[src/rtl/uart_tx_param_if.sv]
// Write-side handshake for uart_tx_param.
// The producer drives wr_valid/wr_data. The transmitter returns wr_ready (FIFO not full).
interface uart_tx_param_if #(
  parameter int DATA_W = 8
);
  logic              wr_valid;
  logic [DATA_W-1:0] wr_data;
  logic              wr_ready;

  modport master (
    output wr_valid,
    output wr_data,
    input  wr_ready
  );

  modport slave (
    input  wr_valid,
    input  wr_data,
    output wr_ready
  );
endinterface

[src/rtl/uart_tx_param.sv]
// uart_tx_param: parametrised UART transmitter with a small write FIFO.
//
// Features:
// - Runtime baud divisor (0 and 1 are treated as 2).
// - 5..DATA_W data bits, sent LSB first.
// - None/even/odd parity, and 1 or 2 stop bits.
// - Frames go out back-to-back while the FIFO holds data.
//
// The configuration is latched when each frame is popped from the FIFO.
//
// Optional feature, macro UART_TX_BREAK_EN:
// - Adds the tx_break input and a BREAK state.
// - The line is held low while tx_break is high.
// - Afterwards the line is held high for one bit period, then the block returns to idle.
module uart_tx_param #(
  parameter int DATA_W     = 8,
  parameter int DIV_W      = 16,
  parameter int FIFO_DEPTH = 4
) (
  input  logic                        clock,
  input  logic                        reset,
  input  logic [DIV_W-1:0]            baud_div,
  input  logic [3:0]                  cfg_data_bits,
  input  logic [1:0]                  cfg_parity,
  input  logic                        cfg_stop2,
`ifdef UART_TX_BREAK_EN
  input  logic                        tx_break,
`endif
  uart_tx_param_if.slave              wr_if,
  output logic                        tx_serial,
  output logic                        tx_active,
  output logic                        tx_done,
  output logic [$clog2(FIFO_DEPTH):0] fifo_count
);

  localparam int AW = $clog2(FIFO_DEPTH);
  localparam int CW = AW + 1;
  localparam logic [3:0] MAX_BITS = 4'(DATA_W);
  localparam logic [3:0] MIN_BITS = 4'd5;

  typedef enum logic [2:0] {
    ST_IDLE,
    ST_START,
    ST_DATA,
    ST_PARITY,
    ST_STOP
`ifdef UART_TX_BREAK_EN
    , ST_BREAK
`endif
  } state_t;

  // ---------------------------------------------------------------------------
  // Write FIFO
  // - The head entry is read combinationally, so a pop and the frame latch
  //   happen on the same edge.
  // - Reset only clears the pointers and the count. Stale memory contents are
  //   unreachable after that.
  // ---------------------------------------------------------------------------
  logic [DATA_W-1:0] mem_q [FIFO_DEPTH];
  logic [AW-1:0]     wr_ptr_q, wr_ptr_d;
  logic [AW-1:0]     rd_ptr_q, rd_ptr_d;
  logic [CW-1:0]     count_q, count_d;
  logic              fifo_full;
  logic              fifo_empty;
  logic              push;
  logic              pop;
  logic [DATA_W-1:0] head_data;

  assign fifo_full    = (count_q == CW'(FIFO_DEPTH));
  assign fifo_empty   = (count_q == '0);
  assign push         = wr_if.wr_valid && !fifo_full;
  assign head_data    = mem_q[rd_ptr_q];
  assign wr_if.wr_ready = !fifo_full;
  assign fifo_count   = count_q;

  // FIFO storage: write port only, no reset needed.
  always_ff @(posedge clock) begin
    if (push) begin
      mem_q[wr_ptr_q] <= wr_if.wr_data;
    end
  end

  // FIFO pointer/occupancy next-state.
  // - A push and a pop in the same cycle cancel out in the count.
  // - The pointers wrap naturally because FIFO_DEPTH is a power of two.
  always_comb begin
    wr_ptr_d = push ? wr_ptr_q + 1'b1 : wr_ptr_q;
    rd_ptr_d = pop  ? rd_ptr_q + 1'b1 : rd_ptr_q;
    count_d  = count_q + CW'(push) - CW'(pop);
  end

  // ---------------------------------------------------------------------------
  // Configuration fix-ups applied at frame latch time
  // ---------------------------------------------------------------------------
  logic [DIV_W-1:0] div_fix;
  logic [3:0]       nbits_fix;
  logic             par_en_fix;
  logic             par_odd_fix;

  // Clamp the divisor and the bit count, and decode the parity mode.
  always_comb begin
    div_fix = (baud_div < DIV_W'(2)) ? DIV_W'(2) : baud_div;
    if (cfg_data_bits < MIN_BITS) begin
      nbits_fix = MIN_BITS;
    end else if (cfg_data_bits > MAX_BITS) begin
      nbits_fix = MAX_BITS;
    end else begin
      nbits_fix = cfg_data_bits;
    end
    par_en_fix  = (cfg_parity == 2'b01) || (cfg_parity == 2'b10);
    par_odd_fix = (cfg_parity == 2'b10);
  end

  // ---------------------------------------------------------------------------
  // Transmit FSM and datapath
  // ---------------------------------------------------------------------------
  state_t            state_q, state_d;
  logic [DATA_W-1:0] shift_q, shift_d;
  logic [3:0]        nbits_q, nbits_d;
  logic              par_en_q, par_en_d;
  logic              par_odd_q, par_odd_d;
  logic              stop2_q, stop2_d;
  logic [DIV_W-1:0]  div_q, div_d;
  logic [DIV_W-1:0]  cnt_q, cnt_d;
  logic [3:0]        idx_q, idx_d;
  logic              par_acc_q, par_acc_d;
  logic              tx_q, tx_d;
  logic              active_q, active_d;
  logic              bit_end;
  logic              frame_edge;
`ifdef UART_TX_BREAK_EN
  logic              brk_rel_q, brk_rel_d;
`endif

  assign bit_end   = (cnt_q == div_q - 1'b1);
  assign tx_serial = tx_q;
  assign tx_active = active_q;
  // Decoded from registered state: high exactly in the last cycle of the stop period.
  assign tx_done   = (state_q == ST_STOP) && bit_end && (!stop2_q || (idx_q == 4'd1));

  // Next-state and output logic.
  // - The tx bit for the next period is chosen at each bit boundary, so the
  //   line output is registered.
  // - frame_edge marks a frame boundary, where the next frame (or a break) is chosen.
  always_comb begin
    state_d    = state_q;
    shift_d    = shift_q;
    nbits_d    = nbits_q;
    par_en_d   = par_en_q;
    par_odd_d  = par_odd_q;
    stop2_d    = stop2_q;
    div_d      = div_q;
    idx_d      = idx_q;
    par_acc_d  = par_acc_q;
    tx_d       = tx_q;
    active_d   = active_q;
    pop        = 1'b0;
    frame_edge = 1'b0;
    cnt_d      = bit_end ? '0 : cnt_q + 1'b1;
`ifdef UART_TX_BREAK_EN
    brk_rel_d  = brk_rel_q;
`endif

    case (state_q)
      ST_IDLE: begin
        cnt_d      = '0;
        frame_edge = 1'b1;
      end

      ST_START: begin
        if (bit_end) begin
          state_d = ST_DATA;
          idx_d   = 4'd0;
          tx_d    = shift_q[0];
        end
      end

      ST_DATA: begin
        if (bit_end) begin
          par_acc_d = par_acc_q ^ shift_q[0];
          shift_d   = shift_q >> 1;
          if (idx_q == nbits_q - 4'd1) begin
            idx_d = 4'd0;
            if (par_en_q) begin
              state_d = ST_PARITY;
              tx_d    = par_acc_q ^ shift_q[0] ^ par_odd_q;
            end else begin
              state_d = ST_STOP;
              tx_d    = 1'b1;
            end
          end else begin
            idx_d = idx_q + 4'd1;
            tx_d  = shift_q[1];
          end
        end
      end

      ST_PARITY: begin
        if (bit_end) begin
          state_d = ST_STOP;
          idx_d   = 4'd0;
          tx_d    = 1'b1;
        end
      end

      ST_STOP: begin
        if (bit_end) begin
          if (stop2_q && (idx_q == 4'd0)) begin
            idx_d = 4'd1;
          end else begin
            frame_edge = 1'b1;
          end
        end
      end

`ifdef UART_TX_BREAK_EN
      ST_BREAK: begin
        if (!brk_rel_q) begin
          // Hold the line low. Start the recovery bit once tx_break drops.
          cnt_d = '0;
          if (!tx_break) begin
            brk_rel_d = 1'b1;
            tx_d      = 1'b1;
          end
        end else if (bit_end) begin
          state_d   = ST_IDLE;
          active_d  = 1'b0;
          brk_rel_d = 1'b0;
        end
      end
`endif

      default: begin
        state_d  = ST_IDLE;
        tx_d     = 1'b1;
        active_d = 1'b0;
      end
    endcase

    // Frame boundary handling.
    // - Break takes priority over a FIFO pop.
    // - Otherwise the next queued frame starts without an idle bit.
    if (frame_edge) begin
`ifdef UART_TX_BREAK_EN
      if (tx_break) begin
        state_d   = ST_BREAK;
        tx_d      = 1'b0;
        active_d  = 1'b1;
        brk_rel_d = 1'b0;
        div_d     = div_fix;
        cnt_d     = '0;
      end else
`endif
      if (!fifo_empty) begin
        pop       = 1'b1;
        state_d   = ST_START;
        shift_d   = head_data;
        nbits_d   = nbits_fix;
        par_en_d  = par_en_fix;
        par_odd_d = par_odd_fix;
        stop2_d   = cfg_stop2;
        div_d     = div_fix;
        cnt_d     = '0;
        idx_d     = 4'd0;
        par_acc_d = 1'b0;
        tx_d      = 1'b0;
        active_d  = 1'b1;
      end else begin
        state_d  = ST_IDLE;
        tx_d     = 1'b1;
        active_d = 1'b0;
      end
    end
  end

  // State register.
  // - Reset aborts any frame immediately and flushes the FIFO.
  // - The line returns high.
  always_ff @(posedge clock or posedge reset) begin
    if (reset) begin
      state_q   <= ST_IDLE;
      shift_q   <= '0;
      nbits_q   <= MIN_BITS;
      par_en_q  <= 1'b0;
      par_odd_q <= 1'b0;
      stop2_q   <= 1'b0;
      div_q     <= DIV_W'(2);
      cnt_q     <= '0;
      idx_q     <= 4'd0;
      par_acc_q <= 1'b0;
      tx_q      <= 1'b1;
      active_q  <= 1'b0;
      wr_ptr_q  <= '0;
      rd_ptr_q  <= '0;
      count_q   <= '0;
`ifdef UART_TX_BREAK_EN
      brk_rel_q <= 1'b0;
`endif
    end else begin
      state_q   <= state_d;
      shift_q   <= shift_d;
      nbits_q   <= nbits_d;
      par_en_q  <= par_en_d;
      par_odd_q <= par_odd_d;
      stop2_q   <= stop2_d;
      div_q     <= div_d;
      cnt_q     <= cnt_d;
      idx_q     <= idx_d;
      par_acc_q <= par_acc_d;
      tx_q      <= tx_d;
      active_q  <= active_d;
      wr_ptr_q  <= wr_ptr_d;
      rd_ptr_q  <= rd_ptr_d;
      count_q   <= count_d;
`ifdef UART_TX_BREAK_EN
      brk_rel_q <= brk_rel_d;
`endif
    end
  end

endmodule

[src/flat_wrapper.sv]
// flat-port wrapper written by rule: the top's interface ports become plain ports
module uart_tx_param_flat 
#(
  parameter int DATA_W     = 8,
  parameter int DIV_W      = 16,
  parameter int FIFO_DEPTH = 4
)
  (clock, reset, baud_div, cfg_data_bits, cfg_parity, cfg_stop2, tx_serial, tx_active, tx_done, fifo_count, wr_if_wr_valid, wr_if_wr_data, wr_if_wr_ready);
  uart_tx_param_if #(.DATA_W(DATA_W)) wr_if_i ();
  input  logic clock;
  input  logic reset;
  input  logic [DIV_W-1:0] baud_div;
  input  logic [3:0] cfg_data_bits;
  input  logic [1:0] cfg_parity;
  input  logic cfg_stop2;
  output logic tx_serial;
  output logic tx_active;
  output logic tx_done;
  output logic [$clog2(FIFO_DEPTH):0] fifo_count;
  input wire logic [$bits(wr_if_i.wr_valid)-1:0] wr_if_wr_valid;
  input wire logic [$bits(wr_if_i.wr_data)-1:0] wr_if_wr_data;
  output wire logic [$bits(wr_if_i.wr_ready)-1:0] wr_if_wr_ready;
  assign wr_if_i.wr_valid = wr_if_wr_valid;
  assign wr_if_i.wr_data = wr_if_wr_data;
  assign wr_if_wr_ready = wr_if_i.wr_ready;
  uart_tx_param #(.DATA_W(DATA_W), .DIV_W(DIV_W), .FIFO_DEPTH(FIFO_DEPTH)) u_core (.clock(clock), .reset(reset), .baud_div(baud_div), .cfg_data_bits(cfg_data_bits), .cfg_parity(cfg_parity), .cfg_stop2(cfg_stop2), .wr_if(wr_if_i), .tx_serial(tx_serial), .tx_active(tx_active), .tx_done(tx_done), .fifo_count(fifo_count));
endmodule
[config.mk]
export PLATFORM = sky130hd
export DESIGN_NAME = uart_tx_param_flat
export DESIGN_NICKNAME = d
export VERILOG_FILES = /design/src/rtl/uart_tx_param_if.sv /design/src/rtl/uart_tx_param.sv /design/src/flat_wrapper.sv
export SDC_FILE = /design/constraint.sdc
export NUM_CORES = 1
export LEC_CHECK = 0
export CORE_MARGIN = 2
export CORE_UTILIZATION = 25
export CTS_CLUSTER_SIZE = 16
export DETAILED_ROUTE_END_ITERATION = 10
export PLACE_DENSITY = 0.47
export SYNTH_ARGS = -nofsm -noshare
export SYNTH_HDL_FRONTEND = slang
export SYNTH_SLANG_ARGS = --single-unit
[constraint.sdc]
create_clock -name clock -period 11.6 [get_ports clock]
set_input_delay 1.74 -clock clock [delete_from_list [all_inputs] [get_ports clock]]
set_output_delay 1.74 -clock clock [all_outputs]
set_load 0.005 [all_outputs]
==> reports/summary.log, run 1 <==
qor: run_status.outcome finished, final reports clean
qor: run.max_cap_check_violation_count 0
qor: grt.vias_in_the_first_global_route 3382
qor: synthesis.most_area_consuming_cells_after_synthesis sky130_fd_sc_hd__dfrtp_1, sky130_fd_sc_hd__edfxtp_1, sky130_fd_sc_hd__xnor2_1
qor: cts.cts_max_path_buffers 2
qor: synthesis.synthArstFlopShare 0.6667
qor: cts.postCtsSetupRepairBufs 0
qor: layout.finalCoreUtilization 0.3066
qor: grt.grt_first_pass_wirelength 18570 um
qor: sta.final_report_max_slew_violation_count 0
qor: worst_setup_path.worst_setup_path_end_kind output pin
qor: sta.max_slew_margin 0.3179
qor: cts.resized_after_cts 0
qor: worst_hold_path.timing.hold.worst.class reg -> reg
qor: layout.seq_area 2567 um^2
qor: cts.tritoncts_num_sinks 96
qor: worst_setup_path.critical_path.cell_chain inv_1 -> ha_1 -> or4b_1 -> nor3_4 -> xnor2_1 -> nor3_2 -> nand4_1 -> or3_1 -> a211oi_1 -> clkdlybuf4s50_1
qor: floorplan.die_w 145.8 um
qor: cts.cts-hold-fix-buffers 0
qor: power_and_ir_drop.p_leak 2.320 nW
qor: sta.timing.setup.tns 0 ns
qor: worst_setup_path.cell_family_contributing_the_most_delay_on_the_critical_path simple AND/OR/NAND/NOR gates
qor: placed_design.dpl.cell_count 725
qor: cts.ctsRootBufferMaster sky130_fd_sc_hd__clkbuf_16
qor: layout.finalNetCount 519
qor: sta.fmax_achieved 180.8 MHz
qor: synthesis.synthDominantAreaCellType sky130_fd_sc_hd__dfrtp_1
qor: cts.insertion_delay 0.35 ns
qor: sta.period_needed 5.530 ns
qor: layout.syn_to_layout_area_delta 19.55%
qor: worst_setup_path.reg2reg_from u_core.div_q[0]
qor: floorplan.dieHeight 145.8 um
qor: floorplan.num_io_pins 41
qor: cts.clock_tree.htree_level_count 3
qor: drt.detailedRoute.firstPassIterationCount 4
qor: grt.grt_overflow_total 0
qor: sta.unrepaired_setup_endpoints_after_global_routing false
qor: placed_design.pre_cts_ws 6.440 ns
qor: floorplan.total_number_of_placement_rows 51
qor: worst_setup_path.worst-endpoint-arrival 3.79 ns
qor: sta.finalHoldViolCount 0
qor: worst_hold_path.hold_path_startpoint u_core.tx_serial
qor: cts.cts_tree yes
qor: synthesis.synth.lib_cells_used.distinct 62
qor: drt.wirelength 11170 um
qor: sta.finalSetupViolCount 0
qor: worst_setup_path.kind_of_start_point_of_the_critical_path register
qor: power_and_ir_drop.vdd.ir_drop.worst 107.6 uV
qor: worst_setup_path.critical_path.startpoint u_core.div_q[0]
qor: layout.mostFrequentLayoutCells sky130_fd_sc_hd__dfrtp_1, sky130_fd_sc_hd__nor2_1, sky130_fd_sc_hd__clkdlybuf4s50_1
qor: synthesis.yosys_register_bits 96
qor: sta.finalClockSkew 0.009308 ns
qor: sta.post_route_fraction_of_the_period_consumed_by_the_critical_path 0.4767
qor: synthesis.avgSynthCellArea 11.74 um^2
qor: worst_setup_path.path_buf_inv 2
qor: layout.mostFrequentLayoutCell sky130_fd_sc_hd__dfrtp_1
qor: worst_setup_path.standard_cell_with_the_maximum_stage_delay_on_the_critical_path sky130_fd_sc_hd__or4b_1
qor: drt.vias 3370
qor: cts.tritoncts.num_buffers 9
qor: placed_design.gpl.final_weighted_congestion 0.8222
qor: cts.clk_transition_reported_paths 0.07 ns
qor: floorplan.core 19590 um^2
qor: layout.multi_input_comb_area 2307 um^2
qor: synthesis.synth_top_area_frac 0.2988
qor: layout.fillCellCount 1995
qor: synthesis.syn-cell-area 5025 um^2
qor: placed_design.port_buffers 40
qor: placed_design.detailed_place_hpwl 8128 um
qor: drt.drt-initial-drc-count 157
qor: grt.gr-usage-all-layers 0.1105
qor: synthesis.synth_sequential_area_ratio 0.5110
qor: power_and_ir_drop.power.density_cell_area 147.6 nW/um^2
qor: worst_setup_path.timing.critical_path.fanout_max 10
qor: drt.routedWlPerCell 15.07 um
qor: sta.tightest_slew 1.014 ns
qor: sta.final.hold.worst_slack 0.4906 ns
qor: floorplan.fp.dieArea 21250 um^2
qor: synthesis.synth_edf_count 32
qor: layout.post_layout_nonfiller_instances 741
qor: synthesis.post_synth_inst_count 428
qor: layout.n_antenna_cell 0
qor: synthesis.dominantRegCellSynth sky130_fd_sc_hd__dfrtp_1
qor: synthesis.syn_nets 476
qor: synthesis.synthesis.yosys.warnings 0
qor: worst_setup_path.timing.critical_path.slowest_cell_delay 0.57 ns
qor: drt.drc 0
qor: drt.final_antenna_net_count 0
qor: floorplan.initial_utilization 0.2565
qor: worst_setup_path.critical_path_class reg -> out
qor: worst_setup_path.cp_data_required_time 9.86 ns
qor: grt.initial_antenna_violation_count 0
qor: drt.vias_per_cell 4.548
qor: layout.fraction_of_final_layout_cells_sized_beyond_drive_strength_1 0.1218
qor: sta.finalWorstSetupSlack 6.070 ns
qor: grt.grt_max_degree 65
## cells in the mapped netlist, drive strengths merged, types with 6 or more instances
cell type  number
a21oi          10
and3           11
buf             6
dfrtp          60
edfxtp         32
ha             13
inv            23
mux2           29
mux2i           7
mux4            8
nand2          20
nand3          22
nand3b          6
nor2           40
nor3           10
o21ai          14
xnor2          25
xor2           20
## cells by family after synthesis
group | count (synthesis) | synth area share
flops | 96 | 0.5110
mux | 44 | 0.1148
simple gates | 143 | 0.1591
buf+inv | 35 | 0.02988
fa+ha+maj | 14 | 0.03636
xor+xnor | 45 | 0.07844
compound gates | 51 | 0.07047
## stage by stage
step,power (W),cell area (um^2)
CTS,0.0009012,6007
floorplan,0.0005389,5025
global placement,0.0006012,5720
global route,0.0009379,6007
finish,0.0008864,6007
detailed placement,0.0006071,5720
## state kept, by name, summed over array words and instances (netlist names)
register           flops
u_core.cnt_q          16
u_core.div_q          16
u_core.fifo_count      3
u_core.idx_q           4
u_core.mem_q          32
u_core.nbits_q         4
u_core.par_acc_q       1
u_core.par_en_q        1
u_core.par_odd_q       1
u_core.rd_ptr_q        2
u_core.shift_q         8
u_core.state_q         3
u_core.stop2_q         1
u_core.tx_active       1
u_core.tx_serial       1
u_core.wr_ptr_q        2
## final timing paths
check / to / slack [ns] / cells past startpoint
worst min-delay path: u_core.tx_serial / 0.49 / 2
worst min register to register: u_core.tx_serial / 0.49 / 2
min in group asynchronous: u_core.div_q[10] / 1.97 / 3
worst max register to register: u_core.fifo_count[2] / 7.16 / 15
worst max-delay path: tx_done / 6.07 / 10
max in group asynchronous: u_core.idx_q[3] / 9.08 / 3
## layout make-up
class / count / area share
inverter: 24 / 0.01521
timing repair buffer: 43 / 0.07040
clock buffer: 9 / 0.03749
clock inverter: 7 / 0.01021
sequential: 96 / 0.4274
tap: 265 / 0.05520
multi-input combinational: 297 / 0.3841
## power by group
group	switching [W]	internal [W]	total [W]
Combinational	0.0000772	0.0000780	0.000155
Sequential	0.0000410	0.000401	0.000442
Clock	0.000139	0.000150	0.000289
## worst min-delay path: stages, from the launching register on
cell                      delay, ns
sky130_fd_sc_hd__dfstp_2       0.37
sky130_fd_sc_hd__inv_1         0.06
sky130_fd_sc_hd__a22oi_1       0.06
## per-layer routing
layer	up-vias	track usage	share of wire
li1	1634	-	-
met1	1676	0.1376	0.45
met2	46	0.1894	0.51
met3	14	0.02727	0.033
met4	0	0.03284	0.014
met5	-	0	0
(Power assumes the default switching activity.)
==> inputs of run 2 (changes only) <==
--- a/config.mk
+++ b/config.mk
@@ -9,7 +9,7 @@
 export CORE_UTILIZATION = 25
 export CTS_CLUSTER_SIZE = 16
 export DETAILED_ROUTE_END_ITERATION = 10
-export PLACE_DENSITY = 0.47
+export PLACE_DENSITY = 0.48
 export SYNTH_ARGS = -nofsm -noshare
 export SYNTH_HDL_FRONTEND = slang
 export SYNTH_SLANG_ARGS = --single-unit
==> constraint.sdc (replaced) <==
create_clock -name clock -period 4.48 [get_ports clock]
set_input_delay 0.672 -clock clock [delete_from_list [all_inputs] [get_ports clock]]
set_output_delay 0.672 -clock clock [all_outputs]
set_load 0.005 [all_outputs]
==> reports/summary.log, run 2 (synthesis results as in run 1) <==
qor: cts.cts_max_path_buffers 2
qor: worst_setup_path.timing.critical_path.fanout_max 10
qor: layout.fraction_of_final_layout_cells_sized_beyond_drive_strength_1 0.1321
qor: worst_setup_path.worst-r2r-cell-count 13
qor: drt.routedWlPerCell 14.93 um
qor: worst_hold_path.hold-path-cell-count 2
qor: worst_setup_path.worst_setup_path_end_kind output pin
qor: grt.initial_antenna_violation_count 0
qor: floorplan.num_io_pins 41
qor: worst_setup_path.critical_path.cell_chain or4_1 -> nor3_4 -> nor3b_2 -> xnor2_1 -> nand4_1 -> or3_4 -> a211oi_1 -> clkdlybuf4s50_1
qor: worst_setup_path.critical_path.startpoint u_core.div_q[0]
qor: cts.tritoncts.num_buffers 9
qor: floorplan.total_number_of_placement_rows 51
qor: placed_design.detailed_place_hpwl 8176 um
qor: placed_design.pre_cts_ws 0.3489 ns
qor: worst_setup_path.reg2reg_from u_core.div_q[0]
qor: grt.gr-usage-all-layers 0.1097
qor: layout.n_antenna_cell 0
qor: sta.timing.setup.tns 0 ns
qor: cts.tritoncts_num_sinks 96
qor: drt.final_antenna_net_count 0
qor: sta.unrepaired_setup_endpoints_after_global_routing false
qor: drt.wirelength 11080 um
qor: layout.fillCellCount 1974
qor: grt.grt_overflow_total 0
qor: run_status.outcome finished, final reports clean
qor: grt.grt_first_pass_wirelength 18460 um
qor: sta.finalHoldViolCount 0
qor: worst_setup_path.timing.critical_path.slowest_cell_delay 0.62 ns
qor: layout.finalNetCount 520
qor: power_and_ir_drop.vdd.ir_drop.worst 235.6 uV
qor: sta.finalWorstSetupSlack 0.2220 ns
qor: layout.biggestRegsByFlops u_core.mem_q x32, u_core.cnt_q x16, u_core.div_q x16
qor: floorplan.fp.dieArea 21250 um^2
qor: layout.largest_register u_core.mem_q
qor: drt.vias_per_cell 4.509
qor: grt.grt_max_degree 43
qor: floorplan.dieHeight 145.8 um
qor: drt.drc 0
qor: drt.vias 3346
qor: cts.cts-hold-fix-buffers 0
qor: worst_hold_path.hold_path_startpoint u_core.tx_serial
qor: grt.vias_in_the_first_global_route 3484
qor: sta.fmax_achieved 234.9 MHz
qor: sta.tightest_slew 0.9528 ns
qor: worst_setup_path.standard_cell_with_the_maximum_stage_delay_on_the_critical_path sky130_fd_sc_hd__or4_1
qor: layout.syn_to_layout_area_delta 19.97%
qor: power_and_ir_drop.p_leak 2.328 nW
qor: worst_setup_path.worst-endpoint-arrival 3.59 ns
qor: cts.clock_tree.htree_level_count 3
qor: sta.final_report_max_slew_violation_count 0
qor: floorplan.die_w 145.8 um
qor: drt.detailedRoute.firstPassIterationCount 4
qor: worst_setup_path.critical_path_class reg -> out
qor: worst_hold_path.timing.hold.worst.class reg -> reg
qor: layout.mostFrequentLayoutCell sky130_fd_sc_hd__dfrtp_1
qor: layout.mostFrequentLayoutCells sky130_fd_sc_hd__dfrtp_1, sky130_fd_sc_hd__nor2_1, sky130_fd_sc_hd__clkdlybuf4s50_1
qor: sta.post_route_fraction_of_the_period_consumed_by_the_critical_path 0.9504
qor: floorplan.core 19590 um^2
qor: cts.insertion_delay 0.36 ns
qor: placed_design.gpl.final_weighted_congestion 0.8024
qor: layout.largest_register_ff_count 32
qor: drt.drt-initial-drc-count 171
qor: floorplan.initial_utilization 0.2565
qor: sta.max_slew_margin 0.3590
qor: sta.finalSetupViolCount 0
qor: worst_setup_path.kind_of_start_point_of_the_critical_path register
qor: sta.period_needed 4.258 ns
qor: cts.clk_transition_reported_paths 0.06 ns
qor: power_and_ir_drop.power.density_cell_area 379.4 nW/um^2
qor: run.max_cap_check_violation_count 0
qor: sta.finalClockSkew 0.01610 ns
qor: worst_setup_path.cp_data_required_time 3.81 ns
qor: cts.cts_tree yes
qor: cts.ctsRootBufferMaster sky130_fd_sc_hd__clkbuf_16
qor: placed_design.port_buffers 40
==> run 2: cell count changes in the layout (fill, tap and decap cells not counted) <==
cell,before,now
sky130_fd_sc_hd__or4b_4,0,1
sky130_fd_sc_hd__or3_1,4,3
sky130_fd_sc_hd__or4b_1,1,0
sky130_fd_sc_hd__nor3b_1,2,1
sky130_fd_sc_hd__nor3b_2,0,1
sky130_fd_sc_hd__clkinvlp_4,0,1
sky130_fd_sc_hd__clkinv_2,1,2
sky130_fd_sc_hd__inv_6,2,1
sky130_fd_sc_hd__clkinv_1,1,0
sky130_fd_sc_hd__or3_4,0,1
sky130_fd_sc_hd__buf_4,3,4
==> run 2: report_power, final <==
group	internal, W	leakage [nW]	switching [W]
clock network	0.000387	0.140	0.000358
registers	0.00104	1.08	0.000103
logic	0.000202	1.11	0.000199
==> run 2: critical path, delay by kind of cell (launching register included) <==
kind            cells  cell delay, ns
compound gates      1            0.20
xor+xnor            1            0.17
buf+inv             1            0.55
flops               1            0.41
simple gates        5            1.91
==> run 2: cell type report <==
| class | count | area (um^2) | area share |
|---|---|---|---|
| Tap cell | 265 | 331.6 | 0.05500 |
| Multi-Input combinational cell | 297 | 2321 | 0.3850 |
| Clock inverter | 7 | 61.31 | 0.01017 |
| Sequential cell | 96 | 2567 | 0.4259 |
| Timing Repair Buffer | 44 | 430.4 | 0.07140 |
| Inverter | 24 | 91.34 | 0.01515 |
| Clock buffer | 9 | 225.2 | 0.03736 |
==> run 2: final timing paths <==
kind | end | slack (ns)
worst max-delay path | tx_done | 0.22
worst min-delay path | u_core.tx_serial | 0.49
worst max register to register | u_core.fifo_count[2] | 0.60
worst min register to register | u_core.tx_serial | 0.49
max in group asynchronous | u_core.nbits_q[2] | 2.75
min in group asynchronous | u_core.cnt_q[12] | 0.83
==> run 2: what timing repair did <==
item	4_1_cts	5_1_grt
setup buffers	0	0
setup endpoints to repair	1	1
resized for setup	1	2
pin swaps	0	3
==> run 2: layer usage <==
| layer | GRT usage | share of wire |
|---|---|---|
| met5 | 0 | 0 |
| met4 | 0.03775 | 0.014 |
| met3 | 0.02759 | 0.027 |
| met2 | 0.1896 | 0.51 |
| met1 | 0.1329 | 0.45 |
==> run 2: metrics by stage <==
step                        util  hold slack, ns  instance area (um^2)  instances  power (W)
after floorplan                -          0.4592                  5025        428   0.001395
after global placement    0.2924          0.4716                  5728        726   0.001556
after detailed placement  0.2924          0.4708                  5728        726   0.001573
after CTS                 0.3073          0.4842                  6020        742   0.002330
after global routing      0.3077          0.5054                  6028        742   0.002424
final                     0.3077          0.4884                  6028        742   0.002287
==> inputs of run 3 (changes only) <==
--- a/config.mk
+++ b/config.mk
@@ -9,6 +9,7 @@
 export CORE_UTILIZATION = 25
 export CTS_CLUSTER_SIZE = 16
 export DETAILED_ROUTE_END_ITERATION = 10
+export MAX_ROUTING_LAYER = met4
 export PLACE_DENSITY = 0.48
 export SYNTH_ARGS = -nofsm -noshare
 export SYNTH_HDL_FRONTEND = slang
==> reports/summary.log, run 3 (synthesis results as in run 1) <==
qor: sta.unrepaired_setup_endpoints_after_global_routing false
qor: layout.mostFrequentLayoutCells sky130_fd_sc_hd__dfrtp_1, sky130_fd_sc_hd__nor2_1, sky130_fd_sc_hd__clkdlybuf4s50_1
qor: cts.insertion_delay 0.36 ns
qor: cts.ctsRootBufferMaster sky130_fd_sc_hd__clkbuf_16
qor: worst_setup_path.timing.critical_path.fanout_max 6
qor: floorplan.fp.dieArea 21250 um^2
qor: worst_setup_path.kind_of_start_point_of_the_critical_path register
qor: cts.cts-hold-fix-buffers 0
qor: grt.vias_in_the_first_global_route 3480
qor: worst_hold_path.hold-path-cell-count 2
qor: worst_setup_path.reg2reg_from u_core.div_q[0]
qor: grt.grt_first_pass_wirelength 18470 um
qor: floorplan.initial_utilization 0.2565
qor: layout.finalNetCount 522
qor: layout.fraction_of_final_layout_cells_sized_beyond_drive_strength_1 0.1357
qor: floorplan.num_io_pins 41
qor: layout.largest_register u_core.mem_q
qor: power_and_ir_drop.vdd.ir_drop.worst 236.2 uV
qor: worst_hold_path.hold_path_end u_core.tx_serial
qor: worst_setup_path.critical_path_class reg -> out
qor: floorplan.die_w 145.8 um
qor: sta.period_needed 4.283 ns
qor: drt.final_antenna_net_count 0
qor: layout.largest_register_ff_count 32
qor: drt.drc 0
qor: sta.tightest_slew 0.9780 ns
qor: drt.drt-initial-drc-count 232
qor: placed_design.detailed_place_hpwl 8176 um
qor: floorplan.dieHeight 145.8 um
qor: floorplan.core 19590 um^2
qor: cts.clk_transition_reported_paths 0.06 ns
qor: cts.tritoncts.num_buffers 9
qor: power_and_ir_drop.power.density_cell_area 378.6 nW/um^2
qor: worst_hold_path.hold_path_startpoint u_core.tx_serial
qor: power_and_ir_drop.p_leak 2.336 nW
qor: sta.max_slew_margin 0.3420
qor: run_status.outcome finished, final reports clean
qor: layout.n_antenna_cell 0
qor: drt.routedWlPerCell 14.99 um
qor: worst_hold_path.timing.hold.worst.class reg -> reg
qor: layout.post_layout_nonfiller_instances 744
qor: placed_design.gpl.final_weighted_congestion 0.8140
qor: placed_design.dpl.cell_count 726
qor: cts.clock_tree.htree_level_count 3
qor: worst_setup_path.worst-endpoint-arrival 3.61 ns
qor: floorplan.total_number_of_placement_rows 51
qor: cts.cts_max_path_buffers 2
qor: grt.gr-usage-all-layers 0.1129
qor: drt.detailedRoute.firstPassIterationCount 4
qor: grt.grt_max_degree 43
qor: sta.timing.setup.tns 0 ns
qor: worst_setup_path.worst-r2r-cell-count 13
qor: layout.syn_to_layout_area_delta 20.27%
qor: layout.finalCoreUtilization 0.3085
qor: layout.mostFrequentLayoutCell sky130_fd_sc_hd__dfrtp_1
qor: sta.finalSetupViolCount 0
qor: worst_setup_path.worst_setup_path_end_kind output pin
qor: layout.biggestRegsByFlops u_core.mem_q x32, u_core.cnt_q x16, u_core.div_q x16
qor: grt.initial_antenna_violation_count 0
qor: sta.post_route_fraction_of_the_period_consumed_by_the_critical_path 0.9561
qor: sta.fmax_achieved 233.5 MHz
qor: worst_setup_path.regToRegSetupSlack 0.60 ns
qor: cts.cts_tree yes
qor: drt.vias 3375
qor: placed_design.port_buffers 40
qor: worst_setup_path.worst_r2r_endpoint u_core.fifo_count[2]
qor: cts.tritoncts_num_sinks 96
qor: drt.vias_per_cell 4.536
qor: run.max_cap_check_violation_count 0
qor: worst_setup_path.cp_data_required_time 3.81 ns
qor: grt.grt_overflow_total 0
qor: sta.final_report_max_slew_violation_count 0
qor: sta.finalClockSkew 0.01546 ns
qor: sta.finalHoldViolCount 0
qor: drt.wirelength 11160 um
==> run 3: changes by cell type in the layout (fill, tap and decap cells not counted) <==
cell,delta
sky130_fd_sc_hd__buf_4,+2
==> run 3: worst max path at each step <==
| stage | from | slack, ns | to | cells after the start |
|---|---|---|---|---|
| floorplan | u_core.div_q[5] | 0.65 | u_core.fifo_count[1] | 13 |
| global placement | u_core.div_q[5] | 0.45 | tx_done | 8 |
| detailed placement | u_core.div_q[0] | 0.35 | tx_done | 10 |
| CTS | u_core.div_q[0] | 0.06 | tx_done | 10 |
| global route | u_core.div_q[3] | 0.01 | tx_done | 8 |
| finish | u_core.div_q[0] | 0.20 | tx_done | 8 |
==> run 3: through the flow <==
| step | worst slack (ns) | area [um^2] | power, W | hold WS [ns] |
|---|---|---|---|---|
| floorplan | 0.6475 | 5025 | 0.001395 | 0.4592 |
| CTS | 0.06223 | 6020 | 0.002330 | 0.4842 |
| global placement | 0.4522 | 5728 | 0.001556 | 0.4716 |
| detailed placement | 0.3489 | 5728 | 0.001573 | 0.4708 |
| finish | 0.1967 | 6043 | 0.002288 | 0.4909 |
| global route | 0.01230 | 6043 | 0.002424 | 0.5054 |
==> run 3: area by class of cell <==
cell class | instances | area, um^2
Timing Repair Buffer | 46 | 445.4
Clock buffer | 9 | 225.2
Multi-Input combinational cell | 297 | 2321
Tap cell | 265 | 331.6
Sequential cell | 96 | 2567
Fill cell | 1972 | 13550
Inverter | 24 | 91.34
Clock inverter | 7 | 61.31
==> run 3: timing repair <==
item,in CTS,in global routing
endpoints found under the setup margin,1,1
gates resized for setup,1,2
pin swaps,0,4
buffers inserted,0,2
==> run 3: worst max-delay path, stage by stage, from the launching register on <==
cell and delay, ns:
sky130_fd_sc_hd__dfrtp_1 0.41, sky130_fd_sc_hd__or4_1 0.62, sky130_fd_sc_hd__nor3_4 0.31, sky130_fd_sc_hd__nor3b_2 0.24, sky130_fd_sc_hd__xnor2_1 0.18, sky130_fd_sc_hd__nand4_1 0.28, sky130_fd_sc_hd__or3_4 0.48, sky130_fd_sc_hd__a211oi_1 0.19
sky130_fd_sc_hd__clkdlybuf4s50_1 0.55
==> run 3: metal layers <==
metal	part of all wire	wire, um	GRT usage
met1	0.45	4998	0.1331
met2	0.50	5630	0.1892
met3	0.030	332	0.02759
met4	0.017	194	0.03775
met5	0	0	-
==> run 3: power breakdown <==
part           internal, W  switching, W
logic             0.000202      0.000200
registers          0.00104      0.000103
clock network     0.000387      0.000357
